`config.mk`:
```
export PLATFORM = sky130hd
export DESIGN_NAME = uart_rx_ctrl
export DESIGN_NICKNAME = d
export VERILOG_FILES = /design/src/rtl/shared_pkg.sv /design/src/rtl/uart_rx_ctrl_fifo.sv /design/src/rtl/uart_rx_ctrl.sv
export SDC_FILE = /design/constraint.sdc
export NUM_CORES = 1
export LEC_CHECK = 0
export CAP_MARGIN = 40
export CORE_MARGIN = 2
export CORE_UTILIZATION = 50
export DETAILED_ROUTE_END_ITERATION = 10
export GPL_TIMING_DRIVEN = 0
export PLACE_DENSITY = 0.74
export REMOVE_ABC_BUFFERS = 1
export SLEW_MARGIN = 20
export SYNTH_ARGS = -nofsm -noshare
export SYNTH_HDL_FRONTEND = slang
export SYNTH_SLANG_ARGS = --single-unit
```
`constraint.sdc`:
```
create_clock -name clk -period 2.4 [get_ports clk]
set_input_delay 0.6 -clock clk [delete_from_list [all_inputs] [get_ports clk]]
set_output_delay 0.6 -clock clk [all_outputs]
set_load 0.05 [all_outputs]
```
`src/rtl/shared_pkg.sv`:
```
// Shared UART definitions: data width, receive-controller state enum and
// status counter width.
package shared_pkg;

  localparam int DATA_WIDTH = 8;
  localparam int ERR_CNT_W  = 8;

  // Prefixed names keep these apart from the receiver's own state enum.
  typedef enum logic [1:0] {
    CTRL_OFF   = 2'd0,
    CTRL_RUN   = 2'd1,
    CTRL_FLUSH = 2'd2
  } uart_rx_ctrl_state_e;

endpackage

```
`src/rtl/uart_rx_ctrl_fifo.sv`:
```
// Show-ahead synchronous FIFO with occupancy count and synchronous clear.
// Contract: push while full only together with pop; pop only while non-empty.
module sync_fifo #(
  parameter int  WIDTH = 9,
  parameter int  DEPTH = 8,
  localparam int PW    = $clog2(DEPTH),
  localparam int CW    = $clog2(DEPTH + 1)
) (
  input  logic             clk,
  input  logic             rst,
  input  logic             clr,
  input  logic             push,
  input  logic             pop,
  input  logic [WIDTH-1:0] wdata,
  output logic [WIDTH-1:0] rdata,
  output logic [CW-1:0]    count
);

  logic [WIDTH-1:0] mem_q [DEPTH];
  logic [PW-1:0]    wr_ptr_q, wr_ptr_d;
  logic [PW-1:0]    rd_ptr_q, rd_ptr_d;
  logic [CW-1:0]    count_q, count_d;

  always_comb begin
    wr_ptr_d = wr_ptr_q;
    rd_ptr_d = rd_ptr_q;
    count_d  = count_q;
    if (clr) begin
      wr_ptr_d = '0;
      rd_ptr_d = '0;
      count_d  = '0;
    end else begin
      if (push) wr_ptr_d = wr_ptr_q + PW'(1);
      if (pop)  rd_ptr_d = rd_ptr_q + PW'(1);
      case ({push, pop})
        2'b10:   count_d = count_q + CW'(1);
        2'b01:   count_d = count_q - CW'(1);
        default: count_d = count_q;
      endcase
    end
  end

  always_ff @(posedge clk or posedge rst) begin
    if (rst) begin
      wr_ptr_q <= '0;
      rd_ptr_q <= '0;
      count_q  <= '0;
    end else begin
      wr_ptr_q <= wr_ptr_d;
      rd_ptr_q <= rd_ptr_d;
      count_q  <= count_d;
    end
  end

  // Storage has no reset; the head is only meaningful while count != 0.
  always_ff @(posedge clk) begin
    if (push && !clr) mem_q[wr_ptr_q] <= wdata;
  end

  assign rdata = mem_q[rd_ptr_q];
  assign count = count_q;

endmodule

```
`src/rtl/uart_rx_ctrl.sv`:
```
// Receive-side controller: tags received bytes with pending errors, buffers
// them in a FIFO, and keeps overrun/error-count/threshold/timeout status.
module uart_rx_ctrl
  import shared_pkg::*;
#(
  parameter int  FIFO_DEPTH     = 8,
  parameter int  THRESHOLD      = 4,
  parameter int  TIMEOUT_CYCLES = 64,
  localparam int CW             = $clog2(FIFO_DEPTH + 1),
  localparam int TW             = $clog2(TIMEOUT_CYCLES)
) (
  input  logic                  clk,
  input  logic                  rst,
  input  logic                  en,
  input  logic                  flush,
  input  logic                  irq_clr,
  input  logic [DATA_WIDTH-1:0] rx_data,
  input  logic                  rx_done,
  input  logic                  rx_error,
  output logic [DATA_WIDTH-1:0] out_data,
  output logic                  out_err,
  output logic                  out_valid,
  input  logic                  out_ready,
  output logic [CW-1:0]         count,
  output logic                  overrun,
  output logic [ERR_CNT_W-1:0]  err_cnt,
  output logic                  thresh_irq,
  output logic                  timeout_irq,
  output uart_rx_ctrl_state_e   state_dbg
);

  uart_rx_ctrl_state_e state_q, state_d;
  logic                 err_pend_q, err_pend_d;
  logic                 overrun_q, overrun_d;
  logic [ERR_CNT_W-1:0] err_cnt_q, err_cnt_d;
  logic                 thresh_q, thresh_d;
  logic                 timeout_q, timeout_d;
  logic [TW-1:0]        tmo_cnt_q, tmo_cnt_d;

  logic                  in_run, in_flush;
  logic                  push, pop, push_req, drop, full, tag, run_idle, tmo_fire;
  logic [CW-1:0]         fifo_count;
  logic [DATA_WIDTH:0]   fifo_head;

  sync_fifo #(
    .WIDTH (DATA_WIDTH + 1),
    .DEPTH (FIFO_DEPTH)
  ) u_fifo (
    .clk   (clk),
    .rst   (rst),
    .clr   (in_flush),
    .push  (push),
    .pop   (pop),
    .wdata ({tag, rx_data}),
    .rdata (fifo_head),
    .count (fifo_count)
  );

  // Stream handshake: out_valid/out_data/out_err are stable while out_valid=1
  // and out_ready=0; a transfer happens in every cycle with out_valid & out_ready.
  always_comb begin
    in_run    = (state_q == CTRL_RUN);
    in_flush  = (state_q == CTRL_FLUSH);
    full      = (fifo_count == CW'(FIFO_DEPTH));
    out_valid = (fifo_count != '0) && !in_flush;
    pop       = out_valid && out_ready;
    push_req  = in_run && rx_done;
    push      = push_req && (!full || pop);
    drop      = push_req && full && !pop;
    tag       = err_pend_q | rx_error;
    out_data  = out_valid ? fifo_head[DATA_WIDTH-1:0] : '0;
    out_err   = out_valid ? fifo_head[DATA_WIDTH] : 1'b0;
  end

  always_comb begin
    state_d = state_q;
    if (flush) begin
      state_d = CTRL_FLUSH;
    end else begin
      case (state_q)
        CTRL_OFF:   state_d = en ? CTRL_RUN : CTRL_OFF;
        CTRL_RUN:   state_d = en ? CTRL_RUN : CTRL_OFF;
        CTRL_FLUSH: state_d = en ? CTRL_RUN : CTRL_OFF;
        default:    state_d = CTRL_OFF;
      endcase
    end
  end

  always_comb begin
    err_pend_d = err_pend_q;
    if (!in_run || push) err_pend_d = 1'b0;
    else if (rx_error)   err_pend_d = 1'b1;

    err_cnt_d = irq_clr ? '0 : err_cnt_q;
    if (push && tag && (err_cnt_d != '1)) err_cnt_d = err_cnt_d + ERR_CNT_W'(1);

    overrun_d = drop | (overrun_q & ~irq_clr);
    thresh_d  = (fifo_count >= CW'(THRESHOLD));

    // Counter holds at its terminal value, so the flag fires only on arrival.
    run_idle  = in_run && (fifo_count != '0) && !push && !pop;
    tmo_cnt_d = '0;
    tmo_fire  = 1'b0;
    if (run_idle) begin
      if (tmo_cnt_q != TW'(TIMEOUT_CYCLES - 1)) tmo_cnt_d = tmo_cnt_q + TW'(1);
      else                                      tmo_cnt_d = tmo_cnt_q;
      tmo_fire = (tmo_cnt_q == TW'(TIMEOUT_CYCLES - 2));
    end
    timeout_d = tmo_fire | (timeout_q & ~irq_clr);
  end

  always_ff @(posedge clk or posedge rst) begin
    if (rst) begin
      state_q    <= CTRL_OFF;
      err_pend_q <= 1'b0;
      overrun_q  <= 1'b0;
      err_cnt_q  <= '0;
      thresh_q   <= 1'b0;
      timeout_q  <= 1'b0;
      tmo_cnt_q  <= '0;
    end else begin
      state_q    <= state_d;
      err_pend_q <= err_pend_d;
      overrun_q  <= overrun_d;
      err_cnt_q  <= err_cnt_d;
      thresh_q   <= thresh_d;
      timeout_q  <= timeout_d;
      tmo_cnt_q  <= tmo_cnt_d;
    end
  end

  assign count       = fifo_count;
  assign overrun     = overrun_q;
  assign err_cnt     = err_cnt_q;
  assign thresh_irq  = thresh_q;
  assign timeout_irq = timeout_q;
  assign state_dbg   = state_q;

endmodule

```
==> summary.md, run 1 <==
| Metric | Value |
|---|---|
| Largest net degree at the start of global routing | 31 |
| Hold crit path type | reg -> reg |
| Crit Path Max Fanout | 5 |
| Cell Area, Synth | about 4500 um^2 |
| Period utilization | 105% |
| Clock Latency Late Sink | 0.37 ns |
| Core Box Area | between 8000 and 9000 um^2 |
| Detailed Route Iter0 Violations | 141 |
| PwrDens | just over 800 nW/um^2 |
| Overflow after GRT | 0 |
| Setup crit end kind | output port |
| Ant diodes | 0 |
| First-pass GRT wire length | about 14,000 um |
| DRT Pass-1 Iters | 5 |
| WL per Instance | between 15 and 20 um |
| Failing checks | setup timing |
| Share of layout cells above drive strength 1 | 29.2% |
| Dpl cells | ~440 |
| Post-synth EDFFs | 72 |
| Register area share after synthesis | between 60% and 70% |
| CTS H-tree depth | 3 |
| Nets | between 300 and 400 |
| Die span in y | approximately 100 um |
| DRT antenna net count | 0 |
| Largest family of logic cells by synthesized area | multiplexers |
| Clock Sinks | 102 |
| Total power | between 0.004 and 0.005 W |
| Setup ws final | -0.121 ns |
| Post-Syn Area per Cell | 15.0 um^2 |
| Compound-cell area share of the yosys netlist | approximately 4.4% |
| CP Data Required Time | about 1.8 ns |
| Final setup vio count | 9 |
| Distinct cells, synth | 50 |
| Area occupied by registers | approximately 2900 um^2 |
| Die width | approximately 100 um |
| Status | complete, but fails checks |
| Post-route DRC violation count | 0 |
| Design Area, Final | ~5600 um^2 |
| Post-route setup TNS | -0.715 ns |
| Die area | 9740 um^2 |
| Inserted Clock Buffers | 9 |
| Max cap viols | 0 |
| WL final | 9260 um |
| Port Buf Inserts | 42 |
| Final hold vios | 0 |
| Vias in the first global route | around 2,700 |
| Cells after synthesis | 298 |
| DP HPWL | between 5000 and 6000 um |
| Area grow syn2layout | 24.7% |
| Synth Area in Adders | ~2% |
| Synth Register Bits | around 100 |
| VDD IR max | approximately 0.00035 V |
| CP Class | reg -> out |
| Fmax | approximately 0.4 GHz |
| Commonest non-fill, non-tap cells in the layout | edfxtp_1 (72), nor2_1 (28), clkdlybuf4s50_1 (28) |
| TritonCTS clock tree | yes |
| Area occupied by multi-input gates | ~1600 um^2 |
| Vias per inst | between 5 and 6 |
| Commonest non-fill, non-tap cell in the layout | edfxtp_1 |
| WHS | 0.545 ns |
| Fin. max-slew vios | 0 |
| RSZ-0062 raised after global routing | true |
| Fraction of registers with async set/reset | approximately 30% |
| Leakage power | 2.02 nW |
| Minimum clock period | roughly 2.5 ns |
| Row count | 34 |
| CTS max path bufs | 2 |
| Non-Filler Instances | ~480 |
| Measured slew at the worst slew-check pin | 0.823 ns |
| Max-slew headroom | 44.8% |
| Area of placed instances | around 5100 um^2 |
| Synth Flop Type | edfxtp_1 |
| Initial antenna violation count | 0 |
| IO Count | 43 |
| Worst EP arrival | ~1.9 ns |
| Mux cell area share after synthesis | 11.8% |
| Ys Warns | 0 |
| Xor/xnor share of the synthesized area | 3.13% |
| Simple-gate portion of the synthesized area | 11.5% |
| Clk slew on worst S/H paths | about 0.090 ns |
| Fillers | approximately 580 |
| Routability congestion estimate | between 0.8 and 0.9 |
| Starting Density | between 50% and 60% |
| Startpoint Class | flip-flop |
| DR vias | 2,739 |
| Clock Skew | 0.0111 ns |
| Total GRT Usage | between 10% and 20% |
| Clk root buf | clkbuf_8 |
[registers in the layout, summed over array words and instances (netlist names)]
name             flops
thresh_irq           1
err_cnt              8
u_fifo.wr_ptr_q      3
u_fifo.count         4
u_fifo.mem_q        72
overrun              1
tmo_cnt_q            6
u_fifo.rd_ptr_q      3
timeout_irq          1
err_pend_q           1
state_dbg            2
[through the flow]
step,util (%),worst slack [ns]
floorplan,-,-0.401
global placement,57.0,-1.77
detailed placement,58.1,-0.913
CTS,62.5,-0.114
global route,64.1,-0.217
finish,64.1,-0.121
[final timing paths]
check / start / end / slack (ns) / depth (start not counted)
worst max-delay path: u_fifo.rd_ptr_q[0] / out_err / -0.12 / 5
worst min-delay path: overrun / overrun / 0.54 / 2
worst max register to register: u_fifo.count[0] / u_fifo.mem_q[3][5] / 0.02 / 5
worst min register to register: overrun / overrun / 0.54 / 2
max in group asynchronous: rst / u_fifo.rd_ptr_q[0] / 1.30 / 2
min in group asynchronous: rst / err_cnt[7] / 0.63 / 2
[routing by layer]
layer | GRT usage (%) | part of all wire (%) | up-vias
li1 | - | - | 1267
met1 | 25.5 | 43 | 1387
met2 | 30.4 | 51 | 78
met3 | 4.26 | 4.3 | 7
met4 | 7.06 | 0.91 | 0
met5 | 0 | 0 | -
[cell type report]
type / instances / share of cell area [%]
clock buffers: 11 / 2.53
inverters: 9 / 0.604
clock inverters: 5 / 0.649
repair buffers: 71 / 12.4
well taps: 108 / 2.42
flip-flops and latches: 102 / 52.3
multi-input cells: 175 / 29.1
[logic make-up (layout without fill, tap and decap cells)]
logic type               count (synthesis)  in the layout
flip-flops                             102            102
buffers and inverters                   22             96
AO/OA/AOI/OAI                           26             26
adder cells (fa/ha/maj)                  7              7
XOR/XNOR                                16             16
AND/OR/NAND/NOR                         95             96
multiplexers                            30             30
[critical path, cell delays in order (launching register included)]
cell and delay (ns):
dfrtp_4 0.49, buf_12 0.14, mux4_2 0.50, mux2i_1 0.17, nor2_1 0.09, buf_6 0.16
[power breakdown]
part	switching [W]	leakage, nW	internal [W]
clock	0.000573	0.0815	0.000405
sequential	0.0000710	1.05	0.00193
combinational	0.000829	0.884	0.000705
total	0.00147	2.02	0.00304
[cell usage after synthesis (6+ instances only)]
cell type / count / area [um^2]
dfrtp_1: 30 / 751
nor2_1: 29 / 109
nand3_1: 9 / 45.0
edfxtp_1: 72 / 2160
inv_1: 9 / 33.8
nand2b_1: 6 / 37.5
nand2_1: 17 / 63.8
mux4_2: 18 / 405
ha_1: 7 / 87.6
xnor2_1: 10 / 87.6
mux2i_1: 10 / 100
xor2_1: 6 / 52.6
[what timing repair did]
| item | CTS | global route |
|---|---|---|
| hold endpoints to repair | 0 | 0 |
| hold buffers | 0 | 0 |
| cloned | 0 | 2 |
| resized for setup | 89 | 17 |
| buffers inserted | 13 | 6 |
| pin swaps | 6 | 3 |
| setup endpoints to repair | 85 | 30 |
Power figures use the tool's default switching activity.
==> inputs of run 2 (changes only) <==
--- a/config.mk
+++ b/config.mk
@@ -8,6 +8,7 @@
 export CAP_MARGIN = 40
 export CORE_MARGIN = 2
 export CORE_UTILIZATION = 50
+export CTS_CLUSTER_SIZE = 40
 export DETAILED_ROUTE_END_ITERATION = 10
 export GPL_TIMING_DRIVEN = 0
 export PLACE_DENSITY = 0.74
==> results of run 2 <==
No change in the layout: final DEF, timing and power equal those of run 1.
